**src/rtl/sha1_pkg.sv**
```systemverilog
`default_nettype none
// ============================================================================
// Module   : sha1_pkg
// Brief    : Shared SHA-1 digest constants and types.
// Revision : 1.0 - initial release
// ============================================================================
package sha1_pkg;

   localparam int SHA1_DIGEST_WORDS = 5;
   localparam int SHA1_DIGEST_WIDTH = 160;

   typedef logic [SHA1_DIGEST_WIDTH-1:0] sha1_digest_t;

endpackage : sha1_pkg
`default_nettype wire

```
**src/rtl/sha1_result_collector.sv**
```systemverilog
`default_nettype none
// ============================================================================
// Module   : sha1_result_collector
// Brief    : Assembles 32-bit FWFT result words into 160-bit SHA-1 digests with
//            a double-buffered valid/ready output. Optional macro
//            SHA1_RES_TAG_EN adds a leading header word whose low bits tag
//            the digest.
// Revision : 1.0 - initial release
// ============================================================================
module sha1_result_collector
   import sha1_pkg::*;
#(
   parameter int TAG_DATA_WIDTH = 14,
   parameter int RES_DATA_WIDTH = 32
) (
   input  logic                      sys_clk,
   input  logic                      sys_rst,
   input  logic [RES_DATA_WIDTH-1:0] result_dout,
   input  logic                      result_data_empty,
   output logic                      result_data_fifo_ren,
   input  logic                      clr,
   output logic [159:0]              digest_data,
   output logic [TAG_DATA_WIDTH-1:0] digest_tag,
   output logic                      digest_val,
   input  logic                      digest_rdy,
   output logic [31:0]               digest_cnt
);

`ifdef SHA1_RES_TAG_EN
   localparam logic [2:0] LAST = 3'd5;
`else
   localparam logic [2:0] LAST = 3'd4;
`endif
   // The final word bypasses the assembly register straight into the output.
   localparam int ASM_WIDTH = SHA1_DIGEST_WIDTH - RES_DATA_WIDTH;

   logic [2:0]           word_idx_q, word_idx_d;
   logic [ASM_WIDTH-1:0] asm_q, asm_d;
   sha1_digest_t         digest_q, digest_d;
   logic                 val_q, val_d;
   logic [31:0]          cnt_q, cnt_d;

   logic pop;
   logic data_pop;
   logic last_pop;
   logic xfer;
   logic stall;

   assign xfer     = val_q & digest_rdy;
   assign stall    = (word_idx_q == LAST) & val_q & ~digest_rdy;
   assign pop      = ~result_data_empty & ~clr & ~stall & ~sys_rst;
   assign last_pop = pop & (word_idx_q == LAST);

   assign result_data_fifo_ren = pop;

   always_comb begin
      word_idx_d = word_idx_q;
      asm_d      = asm_q;
      if (clr) begin
         word_idx_d = 3'd0;
         asm_d      = '0;
      end else if (pop) begin
         word_idx_d = (word_idx_q == LAST) ? 3'd0 : word_idx_q + 3'd1;
         if (data_pop) begin
            asm_d = {asm_q[ASM_WIDTH-RES_DATA_WIDTH-1:0], result_dout};
         end
      end
   end

   always_comb begin
      digest_d = digest_q;
      val_d    = val_q;
      cnt_d    = cnt_q;
      if (last_pop) begin
         digest_d = {asm_q, result_dout};
         val_d    = 1'b1;
      end else if (xfer) begin
         val_d    = 1'b0;
      end
      if (xfer) begin
         cnt_d = cnt_q + 32'd1;
      end
   end

   always_ff @(posedge sys_clk or posedge sys_rst) begin
      if (sys_rst) begin
         word_idx_q <= 3'd0;
         asm_q      <= '0;
         digest_q   <= '0;
         val_q      <= 1'b0;
         cnt_q      <= 32'd0;
      end else begin
         word_idx_q <= word_idx_d;
         asm_q      <= asm_d;
         digest_q   <= digest_d;
         val_q      <= val_d;
         cnt_q      <= cnt_d;
      end
   end

`ifdef SHA1_RES_TAG_EN
   logic [TAG_DATA_WIDTH-1:0] hdr_tag_q, hdr_tag_d;
   logic [TAG_DATA_WIDTH-1:0] tag_q, tag_d;
   logic                      unused_hdr_bits;

   // Word 0 is the header; it never enters the digest shift register.
   assign data_pop        = pop & (word_idx_q != 3'd0);
   assign unused_hdr_bits = ^result_dout[RES_DATA_WIDTH-1:TAG_DATA_WIDTH];

   always_comb begin
      hdr_tag_d = hdr_tag_q;
      tag_d     = tag_q;
      if (clr) begin
         hdr_tag_d = '0;
      end else if (pop && (word_idx_q == 3'd0)) begin
         hdr_tag_d = result_dout[TAG_DATA_WIDTH-1:0];
      end
      if (last_pop) begin
         tag_d = hdr_tag_q;
      end
   end

   always_ff @(posedge sys_clk or posedge sys_rst) begin
      if (sys_rst) begin
         hdr_tag_q <= '0;
         tag_q     <= '0;
      end else begin
         hdr_tag_q <= hdr_tag_d;
         tag_q     <= tag_d;
      end
   end

   assign digest_tag = tag_q;
`else
   assign data_pop   = pop;
   assign digest_tag = '0;
`endif

   assign digest_data = digest_q;
   assign digest_val  = val_q;
   assign digest_cnt  = cnt_q;

endmodule : sha1_result_collector
`default_nettype wire

```
**config.mk**
```make
export PLATFORM = sky130hd
export DESIGN_NAME = sha1_result_collector
export DESIGN_NICKNAME = d
export VERILOG_FILES = /design/src/rtl/sha1_pkg.sv /design/src/rtl/sha1_result_collector.sv
export SDC_FILE = /design/constraint.sdc
export NUM_CORES = 1
export LEC_CHECK = 0
export ABC_CLOCK_PERIOD_IN_PS = 11650
export CELL_PAD_IN_SITES_DETAIL_PLACEMENT = 1
export CELL_PAD_IN_SITES_GLOBAL_PLACEMENT = 1
export CORE_ASPECT_RATIO = 1.2
export CORE_MARGIN = 2
export CORE_UTILIZATION = 30
export CTS_CLUSTER_DIAMETER = 80
export DETAILED_ROUTE_END_ITERATION = 10
export GPL_TIMING_DRIVEN = 1
export PLACE_DENSITY = 0.57
export SLEW_MARGIN = 20
export SYNTH_ARGS = -nofsm -noshare
export SYNTH_HDL_FRONTEND = slang
export SYNTH_SLANG_ARGS = --single-unit
```
**constraint.sdc**
```tcl
create_clock -name sys_clk -period 11.65 [get_ports sys_clk]
set_clock_uncertainty 0.15 [all_clocks]
set_input_delay 1.165 -clock sys_clk [delete_from_list [all_inputs] [get_ports sys_clk]]
set_output_delay 1.165 -clock sys_clk [all_outputs]
set_load 0.02 [all_outputs]
```
# Yosys cells after proc, flatten, opt, wreduce, memory -nomap -nowiden
# Index checks and enable logic that the tools add are counted.
[totals]
ff_bits = 324
input_bits = 37
wordCells = 29
out_inout_bits = 208
[op_classes]
n_eq_ne = 1
add_sub_neg = 2
reduce_logical = 2
mux = 7
n_bitwise = 12
[ops]
columns = ["op", "count"]
rows = [
  ["128-bit two-way mux", 2],
  ["32-bit by 1-bit adder with 32-bit output (second input constant)", 1],
  ["3-bit two-way mux", 3],
  ["1-bit AND", 7],
  ["1-bit inverter", 5],
  ["2-bit nonzero test", 2],
  ["3-bit by 1-bit adder with 3-bit output (second input constant)", 1],
  ["3-bit == test (second input constant)", 1],
  ["1-bit two-way mux", 2],
]

# Longest topological paths before layout
# Gate-level depths: netlist of run 1.
[logic_depth]
ltp_word = 8
mapped_depth = 10
ltp_nobuf = 6

# Least setup slack after synthesis of run 1
# No wires, ideal clock.
[synth_path]
kind = "input port to output port"
start = "input clr"
end = "output result_data_fifo_ren"
path_stages = 5
arrival_time_ps = 1979
t_required_ps = 10335
setup_slack_ps = 8356
n_path_buf = 3
path_cell_list = "nor3_1 -> and2_1 -> buf_2 -> buf_4 -> buf_2"
[synth_between]
elab_chain_len = 4
[synth_lines]
columns = ["element", "line_no", "source"]
rows = [
  ["start: declaration", "sha1_result_collector.sv:21", "input logic clr,"],
  ["1-bit inverter", "sha1_result_collector.sv:51", "assign pop = ~result_data_empty & ~clr & ~stall & ~sys_rst;"],
  ["1-bit AND (3 in a row)", "sha1_result_collector.sv:51", ""],
  ["end: declaration", "sha1_result_collector.sv:20", "output logic result_data_fifo_ren,"],
]
# Every way passes these cells.

# Final worst setup path of run 1
[layout_path]
start = "input sys_rst"
end = "output result_data_fifo_ren"
[layout_between]
elab_chain_len = 2
[layout_lines]
columns = ["element", "line_no", "source"]
rows = [
  ["start: declaration", "sha1_result_collector.sv:17", "input logic sys_rst,"],
  ["1-bit inverter", "sha1_result_collector.sv:51", ""],
  ["1-bit AND", "sha1_result_collector.sv:51", ""],
]
# Every way passes these cells.

==> results of run 1 <==
[worst max-delay path, stage by stage]
cell	delay, ns
clkdlybuf4s50_1	0.54
nor3_1	0.25
and2_4	0.53
clkdlybuf4s50_1	0.72
[synthesized netlist by cell type (all sizes together)]
cell type	count
buf	55
nand2b	129
inv	5
nand3	10
nor2	2
nand4b	4
xnor2	29
nand4	13
ha	3
o21ai	129
dfrtp	324
nor4	1
o31ai	2
nor3	1
a311oi	1
mux2	161
nand2	142
xor2	2
a21oi	3
and4	6
clkbuf	27
conb	1
and3	9
and2	3
[power by group through the flow]
| stage | Combinational (mW) | Clock (mW) | Sequential (mW) |
|---|---|---|---|
| final | 0.0827 | 1.14 | 1.15 |
| after CTS | 0.0866 | 1.19 | 1.15 |
| after global placement | 0.0852 | 0 | 1.17 |
| after detailed placement | 0.0865 | 0 | 1.17 |
| after global routing | 0.0941 | 1.23 | 1.15 |
| after floorplan | 0.0529 | 0 | 1.17 |
[registers in the layout (all words and copies together), names as in the netlist]
signal and count:
digest_val 1, digest_cnt 32, word_idx_q 3, digest_data 160
asm_q 128
[how the worst min path moves through the flow]
stage                     slack (ns)  cells after the start                    endpoint                  startpoint
after CTS                       0.33                      1  digest_cnt[31]$_DFFE_PP0P_  digest_cnt[31]$_DFFE_PP0P_
after detailed placement        0.32                      1  digest_cnt[31]$_DFFE_PP0P_  digest_cnt[31]$_DFFE_PP0P_
after global placement          0.31                      1  digest_cnt[31]$_DFFE_PP0P_  digest_cnt[31]$_DFFE_PP0P_
after floorplan                 0.32                      2      asm_q[102]$_DFFE_PP0P_       asm_q[70]$_DFFE_PP0P_
final                           0.33                      1  digest_cnt[31]$_DFFE_PP0P_  digest_cnt[31]$_DFFE_PP0P_
after global routing            0.36                      1  digest_cnt[19]$_DFFE_PP0P_  digest_cnt[19]$_DFFE_PP0P_
[final cells by class]
type,instances,area (um2)
tap,552,691
multi-input combinational,664,4540
timing repair buffer,237,2360
fill,4566,26000
clock buffer,50,1080
sequential,324,8110
clock inverter,13,106
inverter,5,26.3
[logic make-up (layout without fill, tap and decap cells)]
logic type / count (synthesis) / count (layout) / share of synthesized area [%]
flip-flops: 324 / 324 / 62.0
AND/OR/NAND/NOR: 320 / 320 / 12.8
multiplexers: 161 / 161 / 13.9
AO/OA/AOI/OAI: 135 / 135 / 5.24
buffers and inverters: 87 / 305 / 3.62
XOR/XNOR: 31 / 31 / 2.08
adder cells (fa/ha/maj): 3 / 3 / 0.287
other: 1 / 14 / 0.0287
[per-layer routing]
layer | up-vias | wire [um]
met4 | 0 | 629
li1 | 3949 | -
met3 | 42 | 2020
met5 | - | 0
met2 | 189 | 14700
met1 | 4213 | 15800
[stage by stage]
stage,instances,worst slack [ns]
floorplan,1075,1.37
global placement,1782,6.54
detailed placement,1782,6.56
CTS,1845,7.11
global route,1845,6.93
finish,1845,7.10
==> metrics.yaml, run 1 <==
io_pins: 245
period_share_pct: 39.0
grt-busiest-layer: "met2"
vias: 8393
worst_slew_pin_slew_ns: 0.980
max-cap-violations: 0
clk_latency_ns: 0.54
power.switching_mw: 0.537
syn_avg_cell_area_um2: 12.3
crit_path_end_kind: "output pin"
rsz0062_at_grt: "false"
p_sw_share_pct: 22.6
initial_core_util_pct: 30.5
core-area_um2: 42900
hold_path.class: "register to register"
crit_required_ns: 10.34
overflow: 0
synthCells: 1062
grt_pass1_vias: 8998
postRouteAntennaNets: 0
met1_usage_pct: 20.4
final_nets: 1310
hold_buffers: 0
clockRootBuffer: "clkbuf_16"
hpwlAfterDp_um: 20700
whs_ns: 0.331
yosys.area.top_type: "dfrtp_1"
syn_to_final_growth_pct: 29.4
grt_pass1_wl_um: 53000
place.gp.congestion: 0.751
htreeDepth: 2
status: "finished clean"
crit_start: "sys_rst"
num_rows: 83
p_int_mw: 1.84
r2r_start: "word_idx_q[0]$_DFFE_PP0P_"
setup_violations: 0
clkPwrFrac_pct: 48.2
endpoint: "result_data_fifo_ren"
first_iter_violations: 428
grt_use_total_pct: 14.8
die_area_um2: 45300
total_power_mw: 2.37
grt_max_degree: 158
finalMaxSlewViolations: 0
die_y_um: 233
finalCriticalPeriod_ns: 4.55
post_dp_cell_area_um2: 15700
powerDensity_nw_per_um2: 140
rr_endpoint: "digest_data[149]$_DFFE_PP0P_"
ys_seq_elements: 324
firstDrtPassIters: 4
drt-vias-per-instance: 4.55
synth_area_leaders: "dfrtp_1 62%, mux2_2 13%, nand2b_1 6.2%"
clkTransAtPathRegs_ns: 0.06
yosys_warnings: 0
clockBufferDepth: 3
final_common_cell: "dfrtp_1"
critPathArrivalTime_ns: 3.23
hold_viol_final: 0
drive_gt1_share_pct: 17.6
synthDistinctLibCells: 29
met2_usage_pct: 22.6
rr_worst_depth: 6
diodes: 0
critPathLaunchType: "primary input"
wl_per_cell_um: 18.0
layout_common_cells: "324 x dfrtp_1, 229 x clkdlybuf4s50_1, 153 x mux2_2, 142 x nand2_1"
power.share.sequential_pct: 48.3
antenna_found_initial: 0
drt-total-wl_um: 33100
netlist_area_um2: 13100
cts_tree: "yes"
synth_top_area_share_pct: 62.0
final_area_um2: 16900
cts_made_buffers: 38
max_freq_mhz: 220
grt_use_met3_pct: 4.17
portBuffers: 230
setup.reg_to_reg.worst_slack_ns: 7.88
cts.sinks: 324
max_slew_margin_pct: 34.6
cts_resized: 0
cts_setup_buffers: 0
final_util_pct: 39.4
p_comb_share_pct: 3.5
die-width_um: 195
seq_area_frac_synth_pct: 62.0
peakVddDrop_mv: 0.102
path_class: "primary input to output pin"
leakage_nw: 7.54
route.detailed.drc: 0
tns_ns: 0
crit_fanout: 53
(Power assumes the default switching activity.)
==> inputs of run 2 (changes only) <==
- ABC_CLOCK_PERIOD_IN_PS: 11650 -> 4600
- clock period: 11.65 -> 4.6 ns (I/O delays scaled with it)
==> metrics.yaml, run 2 (synthesized netlist as in run 1, its figures left out) <==
status: "finished clean"
multi_input_area_um2: 4540  # unchanged
place_inst: 1788  # +0.34%
hold_buffers: 0  # unchanged
finalCriticalPeriod_ns: 3.06
fin_ws_ns: 1.54  # -5.56 ns
initial_core_util_pct: 30.5  # unchanged
critPathMaxStageDelay_ns: 0.68  # -0.04 ns
crit_path_end_kind: "output pin"
hpwlAfterDp_um: 21200  # +2.3%
place.gp.congestion: 0.738  # -1.7%
critPathLaunchType: "register"
num_rows: 83  # unchanged
hold_path.class: "primary input to asynchronous set/reset pin"
postRouteAntennaNets: 0  # unchanged
cts_resized: 0  # unchanged
fillers: 4602  # +0.79%
setup.reg_to_reg.worst_slack_ns: 2.07  # -5.81 ns
rsz0062_at_grt: "false"
final_cells: 1853  # +0.43%
final_nets: 1316  # +0.46%
firstDrtPassIters: 4  # unchanged
total_power_mw: 6.03  # +150%
overflow: 0  # unchanged
clkPwrFrac_pct: 48.3  # about the same
io_pins: 245  # unchanged
drt-total-wl_um: 32800  # -1.1%
highest_layer: "met4"
critPathArrivalTime_ns: 2.45  # -0.78 ns
hold_viol_final: 0  # unchanged
rr_worst_depth: 5  # -1
die_y_um: 233  # unchanged
wl_met1_um: 16100  # +2.5%
regArea_um2: 8110  # unchanged
r2r_start: "word_idx_q[0]$_DFFE_PP0P_"
max_slew_margin_pct: 38.7  # +4.1 points
cts_setup_buffers: 0  # unchanged
clkTransAtPathRegs_ns: 0.06  # about the same
drt-vias-per-instance: 4.50  # -0.98%
p_sw_share_pct: 22.1  # -0.50 points
max-cap-violations: 0  # unchanged
p_comb_share_pct: 3.6  # about the same
route.detailed.drc: 0  # unchanged
tns_ns: 0  # unchanged
worst_slew_pin_slew_ns: 0.919  # -0.0611 ns
final_common_cell: "dfrtp_1"
cts.sinks: 324  # unchanged
period_share_pct: 66.5
largest_reg_flops: 160  # unchanged
wl_met2_um: 13900  # -5.2%
syn_to_final_growth_pct: 30.4
setup_violations: 0  # unchanged
path_class: "register to output pin"
powerDensity_nw_per_um2: 354  # +150%
cts_made_buffers: 38  # unchanged
grt_use_total_pct: 14.5  # -0.25 points
crit_fanout: 28  # -47%
finalMaxSlewViolations: 0  # unchanged
grt_pass1_wl_um: 52100  # -1.8%
vias: 8347  # -0.55%
clockBufferDepth: 3  # unchanged
clockRootBuffer: "clkbuf_16"
core-area_um2: 42900  # unchanged
path_cells: "inv_1 -> ha_1 -> nand4b_1 -> and2_4 -> clkdlybuf4s50_1"
critPathSlowestCell: "clkdlybuf4s50_1"
drive_gt1_share_pct: 17.8  # +0.20 points
grt_pass1_vias: 8817  # -2.0%
antenna_found_initial: 0  # unchanged
dp_slack_ns: 1.49  # -5.07 ns
max_freq_mhz: 327
layout_common_cells: "324 x dfrtp_1, 229 x clkdlybuf4s50_1, 153 x mux2_2, 142 x nand2_1"
wl_per_cell_um: 17.7  # -1.5%
route.met3.wl_um: 1980  # -1.8%
peakVddDrop_mv: 0.245  # +140%
leakage_nw: 7.59  # +0.77%
diodes: 0  # unchanged
die_area_um2: 45300  # unchanged
htreeDepth: 2  # unchanged
crit_required_ns: 3.99  # -6.35 ns
rr_endpoint: "digest_data[148]$_DFFE_PP0P_"
clk_latency_ns: 0.53  # about the same
power.share.sequential_pct: 48.1  # -0.2 points
cts_tree: "yes"
power.switching_mw: 1.34  # +150%
grt_max_degree: 134  # -15%
p_int_mw: 4.70  # +160%
die-width_um: 195  # unchanged
first_iter_violations: 330  # -23%
portBuffers: 230  # unchanged
==> run 2: layout make-up <==
| class | instances | area share, % |
|---|---|---|
| inverters | 5 | 0.132 |
| repair buffers | 243 | 14.5 |
| multi-input cells | 664 | 26.6 |
| clock buffers | 56 | 6.57 |
| clock inverters | 9 | 0.543 |
| flip-flops and latches | 324 | 47.6 |
| well taps | 552 | 4.05 |
==> run 2: layer usage <==
layer / track usage [%] / up-vias
li1: - / 3964
met1: 20.7 / 4159
met2: 21.3 / 180
met3: 4.20 / 44
met4: 4.11 / 0
met5: 0 / -
==> run 2: stage by stage <==
stage | instance area, um2 | utilization [%] | hold WS (ns)
2_1_floorplan | 13100 | - | 0.317
6_report | 17000 | 39.7 | 0.296
3_5_place_dp | 15800 | 36.9 | 0.324
4_1_cts | 17000 | 39.7 | 0.272
5_1_grt | 17000 | 39.7 | 0.319
3_3_place_gp | 15800 | 36.9 | 0.313
==> run 2: worst max-delay path, delay by kind of cell (launching register included) <==
kind / cells / cell delay [ns]
flops: 1 / 0.39
simple gates: 2 / 0.55
fa+ha+maj: 1 / 0.25
buf+inv: 2 / 0.74
==> run 2: worst max-delay path by stage <==
stage / startpoint / endpoint / slack (ns) / cells past startpoint
6_report: word_idx_q[0]$_DFFE_PP0P_ / result_data_fifo_ren / 1.54 / 5
5_1_grt: word_idx_q[0]$_DFFE_PP0P_ / result_data_fifo_ren / 1.41 / 5
3_5_place_dp: sys_rst / digest_data[75]$_DFFE_PP0P_ / 1.49 / 5
2_1_floorplan: sys_rst / asm_q[0]$_DFFE_PP0P_ / -0.33 / 1
3_3_place_gp: sys_rst / digest_data[151]$_DFFE_PP0P_ / 1.52 / 5
4_1_cts: word_idx_q[0]$_DFFE_PP0P_ / result_data_fifo_ren / 1.49 / 5
==> run 2: power groups by stage <==
| stage | Sequential, mW | Clock, mW | Combinational (mW) |
|---|---|---|---|
| after floorplan | 2.95 | 0 | 0.134 |
| after global placement | 2.95 | 0 | 0.223 |
| after detailed placement | 2.95 | 0 | 0.224 |
| after CTS | 2.90 | 3.05 | 0.225 |
| after global routing | 2.91 | 3.14 | 0.244 |
| final | 2.90 | 2.91 | 0.216 |
